File: src/rtl/iter_alu_if.sv
// Request/result handshake bundle between a requester (master) and iter_alu (slave).
interface iter_alu_if #(
    parameter int WIDTH     = 32,
    parameter int IMM_WIDTH = 16
);
    logic                 in_valid;
    logic                 in_ready;
    logic [WIDTH-1:0]     A;
    logic [WIDTH-1:0]     B;
    logic [IMM_WIDTH-1:0] imm;
    logic [1:0]           alu_src;
    logic [3:0]           func;
    logic                 out_valid;
    logic                 out_ready;
    logic [WIDTH-1:0]     out;
    logic                 c_out;
    logic                 branch_taken;
    logic                 busy;

    modport master (
        output in_valid, A, B, imm, alu_src, func, out_ready,
        input  in_ready, out_valid, out, c_out, branch_taken, busy
    );

    modport slave (
        input  in_valid, A, B, imm, alu_src, func, out_ready,
        output in_ready, out_valid, out, c_out, branch_taken, busy
    );
endinterface

File: src/rtl/iter_alu.sv
// Iterative ALU: single-cycle arithmetic/logic, bit-serial shifts and optional shift-add MUL.
// Define ITER_ALU_MUL_EN to build the iterative multiplier; otherwise func 1111 returns 0.
module iter_alu #(
    parameter int WIDTH     = 32,
    parameter int IMM_WIDTH = 16
) (
    input logic        clk,
    input logic        rst,
    iter_alu_if.slave  bus
);
    localparam int SHW = $clog2(WIDTH);
    localparam int CW  = SHW + 1;

    typedef enum logic [1:0] {IDLE, EXEC, DONE} state_e;
    typedef enum logic [3:0] {
        OP_ADD, OP_ADDI, OP_LOAD, OP_STORE, OP_LUI, OP_JUMP, OP_OR, OP_AND,
        OP_BRANCH, OP_SUB, OP_XOR, OP_SLL, OP_SRL, OP_SRA, OP_SLT, OP_MUL
    } op_e;

    state_e           state_q;
    logic [3:0]       func_q;
    logic [CW-1:0]    cnt_q;
    logic [WIDTH-1:0] acc_q, acc_d;
    logic [WIDTH-1:0] out_q;
    logic             c_out_q, branch_q, out_valid_q;

    logic [WIDTH-1:0] sel_b, res_d;
    logic [WIDTH:0]   sum;
    logic [SHW-1:0]   shamt;
    logic             carry_d, br_d, is_shift, is_mul;

`ifdef ITER_ALU_MUL_EN
    localparam logic [CW-1:0] MUL_CNT = CW'(WIDTH);
    logic [WIDTH-1:0] mcand_q, mplier_q;
`endif

    // NOTE: every always_comb output gets a default first so no path can infer a latch.
    always_comb begin
        case (bus.alu_src)
            2'b01:   sel_b = {{(WIDTH-IMM_WIDTH){1'b0}}, bus.imm};
            2'b10:   sel_b = {{(WIDTH-IMM_WIDTH){bus.imm[IMM_WIDTH-1]}}, bus.imm};
            default: sel_b = bus.B;
        endcase
        shamt    = sel_b[SHW-1:0];
        sum      = {1'b0, bus.A} + {1'b0, sel_b};
        res_d    = '0;
        carry_d  = 1'b0;
        br_d     = 1'b0;
        is_shift = 1'b0;
        case (bus.func)
            OP_ADD, OP_ADDI, OP_LOAD, OP_STORE: begin
                res_d   = sum[WIDTH-1:0];
                carry_d = sum[WIDTH];
            end
            OP_LUI:  res_d = sel_b << IMM_WIDTH;
            OP_JUMP: begin
                res_d = sel_b;
                br_d  = 1'b1;
            end
            OP_OR:   res_d = bus.A | sel_b;
            OP_AND:  res_d = bus.A & sel_b;
            OP_BRANCH, OP_SUB: begin
                res_d   = bus.A - sel_b;
                carry_d = (bus.A >= sel_b);
                br_d    = (bus.func == OP_BRANCH) && (bus.A == sel_b);
            end
            OP_XOR:  res_d = bus.A ^ sel_b;
            OP_SLL, OP_SRL, OP_SRA: begin
                // A zero shift amount completes immediately with A unchanged.
                res_d    = bus.A;
                is_shift = (shamt != '0);
            end
            OP_SLT:  res_d = {{(WIDTH-1){1'b0}}, ($signed(bus.A) < $signed(sel_b))};
            default: res_d = '0;
        endcase
`ifdef ITER_ALU_MUL_EN
        is_mul = (bus.func == OP_MUL);
`else
        is_mul = 1'b0;
`endif
    end

    always_comb begin
        acc_d = acc_q;
        case (func_q)
            OP_SLL:  acc_d = acc_q << 1;
            OP_SRL:  acc_d = acc_q >> 1;
            OP_SRA:  acc_d = {acc_q[WIDTH-1], acc_q[WIDTH-1:1]};
`ifdef ITER_ALU_MUL_EN
            OP_MUL:  acc_d = mplier_q[0] ? acc_q + mcand_q : acc_q;
`endif
            default: acc_d = acc_q;
        endcase
    end

    // NOTE: sequential state uses non-blocking assignments so every register samples pre-edge values.
    always_ff @(posedge clk) begin
        if (rst) begin
            state_q     <= IDLE;
            func_q      <= OP_ADD;
            cnt_q       <= '0;
            acc_q       <= '0;
            out_q       <= '0;
            c_out_q     <= 1'b0;
            branch_q    <= 1'b0;
            out_valid_q <= 1'b0;
`ifdef ITER_ALU_MUL_EN
            mcand_q     <= '0;
            mplier_q    <= '0;
`endif
        end else begin
            case (state_q)
                IDLE: if (bus.in_valid) begin
                    func_q <= bus.func;
`ifdef ITER_ALU_MUL_EN
                    mcand_q  <= bus.A;
                    mplier_q <= sel_b;
`endif
                    if (is_shift || is_mul) begin
                        state_q <= EXEC;
                        acc_q   <= is_mul ? '0 : bus.A;
`ifdef ITER_ALU_MUL_EN
                        cnt_q   <= is_mul ? MUL_CNT : {1'b0, shamt};
`else
                        cnt_q   <= {1'b0, shamt};
`endif
                    end else begin
                        state_q     <= DONE;
                        out_q       <= res_d;
                        c_out_q     <= carry_d;
                        branch_q    <= br_d;
                        out_valid_q <= 1'b1;
                    end
                end
                EXEC: begin
                    acc_q <= acc_d;
                    cnt_q <= cnt_q - 1'b1;
`ifdef ITER_ALU_MUL_EN
                    mcand_q  <= mcand_q << 1;
                    mplier_q <= mplier_q >> 1;
`endif
                    if (cnt_q == CW'(1)) begin
                        state_q     <= DONE;
                        out_q       <= acc_d;
                        c_out_q     <= 1'b0;
                        branch_q    <= 1'b0;
                        out_valid_q <= 1'b1;
                    end
                end
                DONE: if (bus.out_ready) begin
                    state_q     <= IDLE;
                    out_valid_q <= 1'b0;
                end
                default: state_q <= IDLE;
            endcase
        end
    end

    assign bus.in_ready     = (state_q == IDLE) && !rst;
    assign bus.busy         = (state_q != IDLE);
    assign bus.out_valid    = out_valid_q;
    assign bus.out          = out_q;
    assign bus.c_out        = c_out_q;
    assign bus.branch_taken = branch_q;
endmodule

File: src/flat_wrapper.sv
// flat-port wrapper written by rule: the top's interface ports become plain ports
module iter_alu_flat 
#(
    parameter int WIDTH     = 32,
    parameter int IMM_WIDTH = 16
)
  (clk, rst, bus_in_valid, bus_A, bus_B, bus_imm, bus_alu_src, bus_func, bus_out_ready, bus_in_ready, bus_out_valid, bus_out, bus_c_out, bus_branch_taken, bus_busy);
  iter_alu_if #(.WIDTH(WIDTH), .IMM_WIDTH(IMM_WIDTH)) bus_i ();
  input logic clk;
  input logic rst;
  input wire logic [$bits(bus_i.in_valid)-1:0] bus_in_valid;
  input wire logic [$bits(bus_i.A)-1:0] bus_A;
  input wire logic [$bits(bus_i.B)-1:0] bus_B;
  input wire logic [$bits(bus_i.imm)-1:0] bus_imm;
  input wire logic [$bits(bus_i.alu_src)-1:0] bus_alu_src;
  input wire logic [$bits(bus_i.func)-1:0] bus_func;
  input wire logic [$bits(bus_i.out_ready)-1:0] bus_out_ready;
  output wire logic [$bits(bus_i.in_ready)-1:0] bus_in_ready;
  output wire logic [$bits(bus_i.out_valid)-1:0] bus_out_valid;
  output wire logic [$bits(bus_i.out)-1:0] bus_out;
  output wire logic [$bits(bus_i.c_out)-1:0] bus_c_out;
  output wire logic [$bits(bus_i.branch_taken)-1:0] bus_branch_taken;
  output wire logic [$bits(bus_i.busy)-1:0] bus_busy;
  assign bus_i.in_valid = bus_in_valid;
  assign bus_i.A = bus_A;
  assign bus_i.B = bus_B;
  assign bus_i.imm = bus_imm;
  assign bus_i.alu_src = bus_alu_src;
  assign bus_i.func = bus_func;
  assign bus_i.out_ready = bus_out_ready;
  assign bus_in_ready = bus_i.in_ready;
  assign bus_out_valid = bus_i.out_valid;
  assign bus_out = bus_i.out;
  assign bus_c_out = bus_i.c_out;
  assign bus_branch_taken = bus_i.branch_taken;
  assign bus_busy = bus_i.busy;
  iter_alu #(.WIDTH(WIDTH), .IMM_WIDTH(IMM_WIDTH)) u_core (.clk(clk), .rst(rst), .bus(bus_i));
endmodule
File: config.mk
export PLATFORM = sky130hd
export DESIGN_NAME = iter_alu_flat
export DESIGN_NICKNAME = d
export VERILOG_FILES = /design/src/rtl/iter_alu_if.sv /design/src/rtl/iter_alu.sv /design/src/flat_wrapper.sv
export SDC_FILE = /design/constraint.sdc
export NUM_CORES = 1
export LEC_CHECK = 0
export BUFFER_PORTS_ARGS = -buffer_cell sky130_fd_sc_hd__buf_2
export CAP_MARGIN = 10
export CORE_MARGIN = 4
export CORE_UTILIZATION = 30
export CTS_CLUSTER_SIZE = 14
export DETAILED_ROUTE_END_ITERATION = 10
export PLACE_DENSITY = 0.58
export SLEW_MARGIN = 5
export SYNTH_ARGS = -nofsm -noshare
export SYNTH_HDL_FRONTEND = slang
export SYNTH_SLANG_ARGS = --single-unit
export TNS_END_PERCENT = 100
File: constraint.sdc
create_clock -name clk -period 4.7 [get_ports clk]
set_clock_uncertainty 0.1 [all_clocks]
set_input_delay 0.705 -clock clk [delete_from_list [all_inputs] [get_ports clk]]
set_output_delay 0.705 -clock clk [all_outputs]
set_load 0.005 [all_outputs]
==> results of run 1 <==
## through the flow
| stage | area [um2] | setup WS [ps] | utilization, % | cells |
|---|---|---|---|---|
| 2_1_floorplan | 9807 | 31.91 | - | 1437 |
| 3_3_place_gp | 12530 | -443.9 | 39.31 | 2150 |
| 3_5_place_dp | 12530 | -363.4 | 39.31 | 2150 |
| 4_1_cts | 12830 | 90.74 | 40.26 | 2166 |
| 5_1_grt | 12900 | 2.398 | 40.48 | 2167 |
| 6_report | 12900 | 185.2 | 40.48 | 2167 |
## metal layers
| layer | GRT usage (%) | wire, um | vias up |
|---|---|---|---|
| li1 | - | - | 5814 |
| met1 | 36.08 | 21240 | 5868 |
| met2 | 38.18 | 20170 | 676 |
| met3 | 5.187 | 4506 | 74 |
| met4 | 5.521 | 993 | 0 |
| met5 | 0 | 0 | - |
## cell families after synthesis
kind of cell	count (synthesis)	share of synthesized area, %
mux	11	1.138
flops	79	16.16
simple gates	467	21.20
buf+inv	217	8.563
fa+ha+maj	105	13.57
compound gates	537	37.49
xor+xnor	21	1.879
## sequential cells by signal, summed over array words and instances, names as in the netlist
| name | count |
|---|---|
| u_core.bus.c_out | 1 |
| u_core.bus.out_valid | 1 |
| u_core.func_q | 4 |
| u_core.cnt_q | 6 |
| u_core.acc_q | 32 |
| u_core.state_q | 2 |
| u_core.bus.branch_taken | 1 |
| u_core.bus.out | 32 |
## cell type report
class	count	area (um2)	share of cell area (%)
clock buffers	9	225.2	1.745
clock inverters	7	70.07	0.5430
inverters	106	397.9	3.083
multi-input cells	1141	7473	57.91
flip-flops and latches	79	1582	12.26
well taps	435	544.3	4.218
repair buffers	390	2613	20.24
## worst min-delay path: stages (launching register included)
cell and delay, ps:
dfxtp_1 320, nand2_1 50, a21oi_1 50
## power groups by stage
stage               combinational (uW)  clock, uW  sequential (uW)
floorplan                          989          0              791
CTS                               1870        724              785
global route                      2060        750              793
detailed placement                1860          0              799
global placement                  1850          0              798
finish                            1920        715              785
## synthesized netlist by cell type, types with 13 or more instances
cell type	instances	area share (%)
a221oi_1	44	3.9
a21oi_1	143	7.3
o21ai_0	46	2.4
a21o_1	13	1.0
nor3_1	32	1.6
o22ai_1	26	1.7
a22oi_1	41	3.1
o21ai_1	41	2.1
inv_1	96	3.7
nor2b_1	13	0.83
a22o_1	15	1.3
ha_1	103	13
a211oi_1	19	1.5
dfxtp_1	79	16
nor2_1	129	4.9
nor4_1	14	0.89
xnor2_1	14	1.3
a31oi_1	29	1.9
nand2_1	202	7.7
o211ai_1	16	1.2
nand3_1	18	0.92
nand2b_1	13	0.83
clkbuf_1	87	3.3
## path summary, 6_finish.rpt
check / endpoint / slack [ps] / cells past startpoint / start
worst max-delay path: u_core.bus.out[29] / 190 / 19 / bus_alu_src[0]
worst min-delay path: u_core.func_q[3] / 370 / 2 / u_core.func_q[3]
worst max register to register: u_core.bus.out[12] / 1810 / 10 / u_core.state_q[1]
worst min register to register: u_core.func_q[3] / 370 / 2 / u_core.func_q[3]
## what timing repair did
item | CTS | global route
buffers inserted | 0 | 1
resized for setup | 1 | 12
setup endpoints to repair | 1 | 8
pin swaps | 0 | 1
==> summary.md, run 1 <==
| Metric | Value |
|---|---|
| Status | `completed` |
| DRT Pass-1 Iters | `5` |
| Top_reg_cell synth | `dfxtp_1` |
| PortBufs | `about 130` |
| GPL Wtd Cong | `just under 1` |
| Commonest non-fill, non-tap cell in the layout | `buf_4` |
| Maximum vdd drop | `roughly 0.16 mV` |
| Root Driver | `clkbuf_16` |
| Top delay family on crit path | `compound AO/OA/AOI/OAI gates` |
| Critical-path top delay cell | `a2111oi_0` |
| NetSw | `1483 uW` |
| First-pass GRT wire length | `69.94 mm` |
| Vias | `between 10000 and 15000` |
| Logic pwr share | `56.1%` |
| Site row count | `65` |
| Flop pwr share | `approximately 23%` |
| ANT nets after route | `0` |
| CTS tree | `built` |
| Unique cell type count in the Yosys netlist | `77` |
| Worst hold slack | `roughly 370 ps` |
| CP dominant cell by count | `buf_4` |
| DIE WIDTH | `188.6 um` |
| Hold Violations, Final | `0` |
| Critical path buffers and inverters | `6` |
| Post-synthesis sequential area ratio | `16.16%` |
| Largest net degree at the start of global routing | `53` |
| Fmax | `221.5 MHz` |
| Worst Hold Class | `register to register` |
| Final setup fails | `0` |
| Initial DRC Count | `~1400` |
| Starting Density | `between 30% and 40%` |
| Most frequent cells in the layout | `buf_4 (264), nand2_1 (202), a21oi_1 (141)` |
| Async S/R FF share, synth | `0%` |
| Setup CP Type | `input pin to register` |
| Vias per cell | `5.737` |
| # H-tree levels | `3` |
| Total GRT Usage | `about a quarter` |
| Setup TNS | `0 ps` |
| Headroom to the max-slew limit | `~36%` |
| Worst stage delay on the critical path | `390 ps` |
| Warnings, synthesis | `0` |
| Drt total wl | `46.90 mm` |
| Type of element capturing the critical path | `register` |
| Pwr Density | `264.8 nW/um2` |
| Clock Tree Buf Depth | `2` |
| Worst-margin pin slew | `around 960 ps` |
| Hold buffers post-CTS | `0` |
| Internal | `1935 uW` |
| Area Growth Syn to Fin | `31.83%` |
| Die area | `about 36000 um2` |
| Overflow after GRT | `0` |
| Initial antenna violation count | `0` |
| Final Max Tran Viols | `0` |
| Startpoint Class | `input pin` |
| RSZ-0062 raised after global routing | `no` |
| Hpwl dp | `around 37 mm` |
| Arrival time worst endpoint | `4650 ps` |
| Total Power | `between 3000 and 4000 uW` |
| Synthesized area per cell | `6.812 um2` |
| Antenna Cells | `0` |
| Leakage | `0.005715 uW` |
| Total CTS buffers | `9` |
| Share of post-route cells with drive strength above 1 | `26.04%` |
| Vias in the first global route | `11696` |
| Final period util | `a little over nine tenths` |
| Worst-skew pair later-pin latency | `roughly 360 ps` |
| CTS sink cnt | `79` |
| Die Height | `188.6 um` |
| Clock transition at path regs | `70 ps` |
| Post-Synthesis Cells | `1437` |
| #FFs+latches synth | `79` |
| Cells along the critical path | `buf_2, inv_1, ha_2, nor2_1, buf_4, buf_4, a22oi_1, buf_4, ha_1, buf_4, a21oi_1, o21ai_0, a22o_1, a31oi_2, a31oi_4, o31ai_2, mux2_2, a2111oi_0, a21oi_1` |
| Core area | `31880 um2` |
| Wire per inst | `21.64 um` |
| Ports | `127` |
| Post-synthesis cell area | `~9800 um2` |
| DRC Markers | `0` |
| Clock share of power | `20.9%` |
| Max-cap violations | `0` |
| Number of synthesized flops with an enable pin | `0` |
| Fill cells | `about 3500` |
| Critical Path RT | `roughly 4800 ps` |
| Nets | `approximately 1900` |
| Switching share of power | `43.40%` |
| Critical-path maximum fanout | `6` |
| Synth Net Count | `1632` |
| Final Critical Period | `4515 ps` |
(Power assumes the default switching activity.)
==> inputs of run 2 (changes only) <==
--- a/config.mk
+++ b/config.mk
@@ -7,8 +7,8 @@
 export LEC_CHECK = 0
 export BUFFER_PORTS_ARGS = -buffer_cell sky130_fd_sc_hd__buf_2
 export CAP_MARGIN = 10
-export CORE_MARGIN = 4
 export CORE_UTILIZATION = 30
+export CTS_BUF_LIST = sky130_fd_sc_hd__clkbuf_8
 export CTS_CLUSTER_SIZE = 14
 export DETAILED_ROUTE_END_ITERATION = 10
 export PLACE_DENSITY = 0.58
==> run 2 against run 1 <==
  * Non-clock buffer count decreased by 36
  * Worst setup slack got worse by 9.8 ps
  * Final area decreased by 2.8%
  * Combinational power is 3% lower
  * Critical path depth down 1
  * Via count down 0.48%
  * First-iteration DRC count grew 19%
  * Largest cell class unchanged
  * Register-to-register slack got worse by 200 ps
  * Clock power is 16% lower
  * Count of clock-buffer cells in the layout is the same
==> summary.md, run 2 (synthesized netlist as in run 1, its figures left out) <==
| Metric | Value |
|---|---|
| DRT Pass-1 Iters | `6 (+1)` |
| Startpoint Class | `input pin` |
| Hold Path Depth | `2 (unchanged)` |
| Final Max Tran Viols | `0 (unchanged)` |
| Reg-to-Reg End | `u_core.bus.out[26]` |
| Reg area | `1582 um2 (unchanged)` |
| Hpwl dp | `36.80 mm (-1.7%)` |
| Die Height | `182.6 um (-3.2%)` |
| Pwr Density | `258.4 nW/um2 (-2.4%)` |
| Fmax | `221.0 MHz (-0.22%)` |
| Hold Violations, Final | `0 (unchanged)` |
| Antenna Cells | `0 (unchanged)` |
| Final Critical Period | `4525 ps (+9.842 ps)` |
| Root Driver | `clkbuf_8` |
| Vias | `12372 (-0.48%)` |
| Clock Tree Buf Depth | `2 (unchanged)` |
| Share of post-route cells with drive strength above 1 | `23.94% (-2.1 points)` |
| Die area | `33360 um2 (-6.3%)` |
| Commonest non-fill, non-tap cell in the layout | `buf_4` |
| Setup TNS | `0 ps (unchanged)` |
| CTS tree | `built` |
| Cells along the critical path | `buf_2, inv_1, ha_1, buf_4, and3b_1, a21oi_1, ha_1, inv_1, a21oi_1, a311oi_1, nor2_1, a21oi_1, buf_4, a21oi_1, o221a_1, o211ai_1, a21oi_1, a211oi_1` |
| Total GRT Usage | `27.55% (+2.6 points)` |
| Ports | `127 (unchanged)` |
| Type of element capturing the critical path | `register` |
| CP dominant cell by count | `a21oi_1` |
| First-pass GRT wire length | `70.30 mm (+0.51%)` |
| Headroom to the max-slew limit | `22.69% (-13 points)` |
| Maximum vdd drop | `0.1655 mV (+1.1%)` |
| Fill cells | `3399 (-2.2%)` |
| Status | `completed` |
| Initial antenna violation count | `1 (+1)` |
| Vias in the first global route | `11564 (-1.1%)` |
| Worst-margin pin slew | `1148 ps (+190.3 ps)` |
| Area of the multi-input gates | `7418 um2 (-0.74%)` |
| # H-tree levels | `3 (unchanged)` |
| Wire per inst | `21.85 um (+0.95%)` |
| Largest net degree at the start of global routing | `51 (-3.8%)` |
| Overflow after GRT | `0 (unchanged)` |
| Setup CP Type | `input pin to register` |
| Arrival time worst endpoint | `4710 ps (+60 ps)` |
| DIE WIDTH | `182.6 um (-3.2%)` |
| RSZ-0062 raised after global routing | `no` |
| Hold buffers post-CTS | `0 (unchanged)` |
| GPL Wtd Cong | `1.008 (+2.2%)` |
| Initial DRC Count | `1680 (+19%)` |
| Leakage | `0.005505 uW (-3.7%)` |
| Clock transition at path regs | `90 ps (+20 ps)` |
| Starting Density | `30.78% (+0.079 points)` |
| Critical Path RT | `4890 ps (+60 ps)` |
| Final period util | `96.27% (+0.21 points)` |
| FF-to-FF path depth | `10 (unchanged)` |
| Total CTS buffers | `9 (unchanged)` |
| Worst-skew pair later-pin latency | `370 ps (about the same)` |
| Critical-path top delay cell | `a21oi_1` |
| WHS Endpoint | `u_core.func_q[3]` |
| ANT nets after route | `0 (unchanged)` |
| Area Growth Syn to Fin | `28.17%` |
| Worst stage delay on the critical path | `410 ps (+20 ps)` |
| Critical-path maximum fanout | `15 (+9)` |
| Total Power | `3242 uW (-5.1%)` |
| Most frequent cells in the layout | `buf_4 (225), nand2_1 (202), a21oi_1 (143)` |
| PortBufs | `126 (unchanged)` |
| Nets | `1886 (-1.9%)` |
| R2R Path Start | `u_core.func_q[2]` |
| Worst Hold Class | `register to register` |
| Vias per cell | `5.806 (+1.2%)` |
| R2R Setup Slk | `1610 ps (-200 ps)` |
| Max-cap violations | `0 (unchanged)` |
| Drt total wl | `46.56 mm (-0.72%)` |
| Core area | `31800 um2 (-0.26%)` |
| CTS sink cnt | `79 (unchanged)` |
| DRC Markers | `0 (unchanged)` |
| Final setup fails | `0 (unchanged)` |
| Hold Startpoint | `u_core.func_q[3]` |
| Site row count | `65 (unchanged)` |
-- run 2: cell type report --
class / instances / area share, %
Sequential cell: 79 / 12.60
Clock inverter: 7 / 0.8077
Multi-Input combinational cell: 1141 / 59.12
Inverter: 106 / 3.171
Clock buffer: 9 / 0.9872
Timing Repair Buffer: 354 / 18.97
Tap cell: 435 / 4.338
-- run 2: worst max path at each step --
stage | startpoint | to | slack, ps | depth (start not counted)
finish | bus_alu_src[0] | u_core.bus.out[21] | 180 | 18
global route | bus_alu_src[0] | u_core.bus.out[26] | 40 | 20
CTS | bus_alu_src[0] | u_core.bus.out[31] | 210 | 20
detailed placement | bus_alu_src[0] | u_core.bus.out[31] | -190 | 20
global placement | bus_alu_src[0] | u_core.bus.out[31] | -250 | 18
floorplan | bus_alu_src[0] | u_core.bus.out[29] | 30 | 19
-- run 2: per-layer routing --
metal | track usage, % | up-vias | share of wire, %
met5 | 0 | - | 0
met4 | 7.697 | 0 | 2.5
met3 | 4.570 | 67 | 10
met2 | 41.31 | 681 | 42
met1 | 40.05 | 5890 | 45
li1 | - | 5734 | -
-- run 2: power breakdown --
part           total, uW  switching (uW)  internal [uW]
clock network        599             293            306
registers            787            50.7            737
logic               1860            1080            777
-- run 2: worst max-delay path: cells and delay by family --
kind / cells / cell delay [ps]
AO/OA/AOI/OAI: 9 / 2150
adder cells (fa/ha/maj): 2 / 700
buffers and inverters: 5 / 730
AND/OR/NAND/NOR: 2 / 410
-- run 2: metrics by stage --
| step | hold WS [ps] | util (%) | std cells | setup WS [ps] | instance area (um2) |
|---|---|---|---|---|---|
| after floorplan | 344.9 | - | 1437 | 31.91 | 9807 |
| after global placement | 356.6 | 38.71 | 2115 | -246.4 | 12310 |
| after detailed placement | 363.7 | 38.71 | 2115 | -194.2 | 12310 |
| after CTS | 376.7 | 39.42 | 2131 | 207.8 | 12530 |
| after global routing | 403.0 | 39.46 | 2131 | 36.69 | 12550 |
| final | 378.0 | 39.46 | 2131 | 175.3 | 12550 |
-- run 2: repair_timing --
| item | CTS | global route |
|---|---|---|
| setup buffers | 0 | 0 |
| resized for setup | 0 | 3 |
| endpoints found under the setup margin | 0 | 4 |
==> inputs of run 3 (changes only) <==
--- a/config.mk
+++ b/config.mk
@@ -12,6 +12,7 @@
 export CTS_CLUSTER_SIZE = 14
 export DETAILED_ROUTE_END_ITERATION = 10
 export PLACE_DENSITY = 0.58
+export REMOVE_ABC_BUFFERS = 1
 export SLEW_MARGIN = 5
 export SYNTH_ARGS = -nofsm -noshare
 export SYNTH_HDL_FRONTEND = slang
==> run 3 against run 2 <==
  * Global-route usage decreased by 0.28 points
  * Largest power group unchanged
  * Final area decreased by 5.6%
  * Routed wire length is 2.9% lower
  * Count of clock-buffer cells in the layout grew 2
  * Core utilization fell by 2.2 points
  * Flip-flop and latch count stayed put
  * Worst setup slack better by 90 ps
  * Fmax up 2.0%
  * Critical path depth increased by 2
  * Register-to-register slack better by 20 ps
  * Sequential share of layout area rose by 0.75 points
  * Clock power up 5.0%
  * Critical endpoint is now u_core.bus.out[16]
==> summary.md, run 3 (synthesized netlist as in run 1, its figures left out) <==
| Metric | Value |
|---|---|
| Wire per inst | `22.19 um (+1.5%)` |
| Core area | `31800 um2 (unchanged)` |
| First-pass GRT wire length | `69.28 mm (-1.4%)` |
| Nets | `1792 (-5.0%)` |
| Overflow after GRT | `0 (unchanged)` |
| Worst-margin pin slew | `1117 ps (-31.05 ps)` |
| CP dominant cell by count | `buf_4` |
| Final period util | `94.35% (-1.9 points)` |
| PortBufs | `126 (unchanged)` |
| R2R Setup Slk | `1630 ps (+20 ps)` |
| Largest net degree at the start of global routing | `43 (-16%)` |
| Die Height | `182.6 um (unchanged)` |
| Site row count | `65 (unchanged)` |
| Area Growth Syn to Fin | `21.00%` |
| Worst-skew pair later-pin latency | `430 ps (+60 ps)` |
| Type of element capturing the critical path | `register` |
| Ports | `127 (unchanged)` |
| Final Critical Period | `4434 ps (-90.43 ps)` |
| Hold buffers post-CTS | `0 (unchanged)` |
| Final worst slack | `265.8 ps (+90.43 ps)` |
| Clock Tree Buf Depth | `2 (unchanged)` |
| Pwr Density | `261.0 nW/um2 (+1.0%)` |
| Cells along the critical path | `buf_2, inv_1, ha_1, buf_4, buf_4, a22o_1, inv_1, ha_1, inv_2, nand3_1, nor2_1, a211oi_1, buf_4, nand2_1, a31oi_1, o211ai_1, a31oi_1, buf_4, o22ai_1, nor2_1` |
| Post_cts resized | `0 (unchanged)` |
| GPL Wtd Cong | `0.9916 (-1.6%)` |
| Clock share of power | `20.4% (+1.9 points)` |
| DIE WIDTH | `182.6 um (unchanged)` |
| Die area | `33360 um2 (unchanged)` |
| Fmax | `225.5 MHz (+2.0%)` |
| Commonest non-fill, non-tap cell in the layout | `nand2_1` |
| CTS sink cnt | `79 (unchanged)` |
| Status | `completed` |
| DRT Pass-1 Iters | `6 (unchanged)` |
| WHS Endpoint | `u_core.func_q[3]` |
| Critical-path maximum fanout | `14 (-1)` |
| Max-cap violations | `0 (unchanged)` |
| Worst stage delay on the critical path | `480 ps (+70 ps)` |
| Startpoint Class | `input pin` |
| Clock transition at path regs | `100 ps (about the same)` |
| Critical path buffers and inverters | `8 (+3)` |
| Total Power | `3091 uW (-4.6%)` |
| Share of post-route cells with drive strength above 1 | `19.35% (-4.6 points)` |
| ANT nets after route | `0 (unchanged)` |
| Initial antenna violation count | `1 (unchanged)` |
| Top delay family on crit path | `compound AO/OA/AOI/OAI gates` |
| Fill cells | `3462 (+1.9%)` |
| Logic pwr share | `54.4% (-2.8 points)` |
| Drt total wl | `45.22 mm (-2.9%)` |
| Hold Startpoint | `u_core.func_q[3]` |
| Reg-to-Reg End | `u_core.bus.c_out` |
| Setup CP Type | `input pin to register` |
| Flop pwr share | `25.2% (+0.9 points)` |
| Vias per cell | `5.823 (+0.30%)` |
| FF-to-FF path depth | `9 (-1)` |
| Hpwl dp | `34.54 mm (-6.1%)` |
| Final setup fails | `0 (unchanged)` |
| Leakage | `0.005048 uW (-8.3%)` |
| Final Max Tran Viols | `0 (unchanged)` |
| Critical-path top delay cell | `a211oi_1` |
| Hold Violations, Final | `0 (unchanged)` |
| Hold Path Depth | `2 (unchanged)` |
| Vias | `11867 (-4.1%)` |
| NetSw | `1360 uW (-4.3%)` |
| R2R Path Start | `u_core.state_q[1]` |
| DRC Markers | `0 (unchanged)` |
| Initial DRC Count | `1295 (-23%)` |
| Setup bufs post-CTS | `0 (unchanged)` |
| Total CTS buffers | `9 (unchanged)` |
| Maximum vdd drop | `0.1682 mV (+1.7%)` |
| Vias in the first global route | `11554 (-0.086%)` |
| Total GRT Usage | `27.27% (-0.28 points)` |
| Finished Cell Area | `11850 um2 (-5.6%)` |
| Starting Density | `30.78% (unchanged)` |
| # H-tree levels | `3 (unchanged)` |
| RSZ-0062 raised after global routing | `no` |
| CTS tree | `built` |
| Setup WS pre-CTS | `-123.1 ps (+71.14 ps)` |
| Root Driver | `clkbuf_8` |
| Switching share of power | `44.00% (+0.14 points)` |
| Internal | `1731 uW (-4.9%)` |
| Dpl cell area | `11610 um2 (-5.7%)` |
| Arrival time worst endpoint | `4690 ps (-20 ps)` |
| Worst Hold Class | `register to register` |
| Critical Path RT | `4950 ps (+60 ps)` |
| Most frequent cells in the layout | `nand2_1 (202), a21oi_1 (143), buf_4 (130)` |
| Headroom to the max-slew limit | `25.55% (+2.9 points)` |
## run 3: worst max-delay path by stage
stage	startpoint	to	slack (ps)	cells after the start
finish	bus_alu_src[0]	u_core.bus.out[16]	270	20
global route	bus_alu_src[0]	u_core.bus.out[16]	5	20
CTS	bus_alu_src[0]	u_core.bus.out[16]	320	20
detailed placement	bus_alu_src[0]	u_core.bus.out[16]	-120	20
global placement	bus_alu_src[0]	u_core.bus.out[16]	-70	20
floorplan	bus_alu_src[0]	u_core.bus.out[29]	-260	14
## run 3: area by class of cell
type | count | area, um2 | share of cell area (%)
well taps | 435 | 544.3 | 4.595
inverters | 106 | 397.9 | 3.359
clock buffers | 11 | 151.4 | 1.278
multi-input cells | 1141 | 7401 | 62.48
repair buffers | 260 | 1687 | 14.24
flip-flops and latches | 79 | 1582 | 13.35
diodes | 1 | 2.502 | 0.02113
clock inverters | 5 | 80.08 | 0.6760
## run 3: tightest hold or removal path, cell delays in order (launching register included)
cell and delay, ps:
dfxtp_1 330, nand2_1 50, a21oi_1 50
## run 3: stage by stage
stage	utilization, %	hold WS (ps)	TNS [ps]	std cells
floorplan	-	338.9	-476.3	1326
global placement	36.51	358.1	-74.24	2021
detailed placement	36.51	362.2	-123.1	2021
CTS	37.24	376.3	0	2037
global route	37.24	407.3	0	2037
finish	37.25	374.5	0	2038
## run 3: per-layer routing
layer,vias up,GRT usage (%),routed length [um]
li1,5582,-,-
met1,5664,36.21,20240
met2,537,43.36,20080
met3,82,4.350,3220
met4,2,11.90,1672
met5,-,0,10
## run 3: power by group through the flow
stage	Combinational [uW]	Clock, uW	Sequential, uW
after floorplan	943	0	791
after global placement	1650	0	796
after detailed placement	1650	0	796
after CTS	1660	651	781
after global routing	1830	675	790
final	1680	629	780
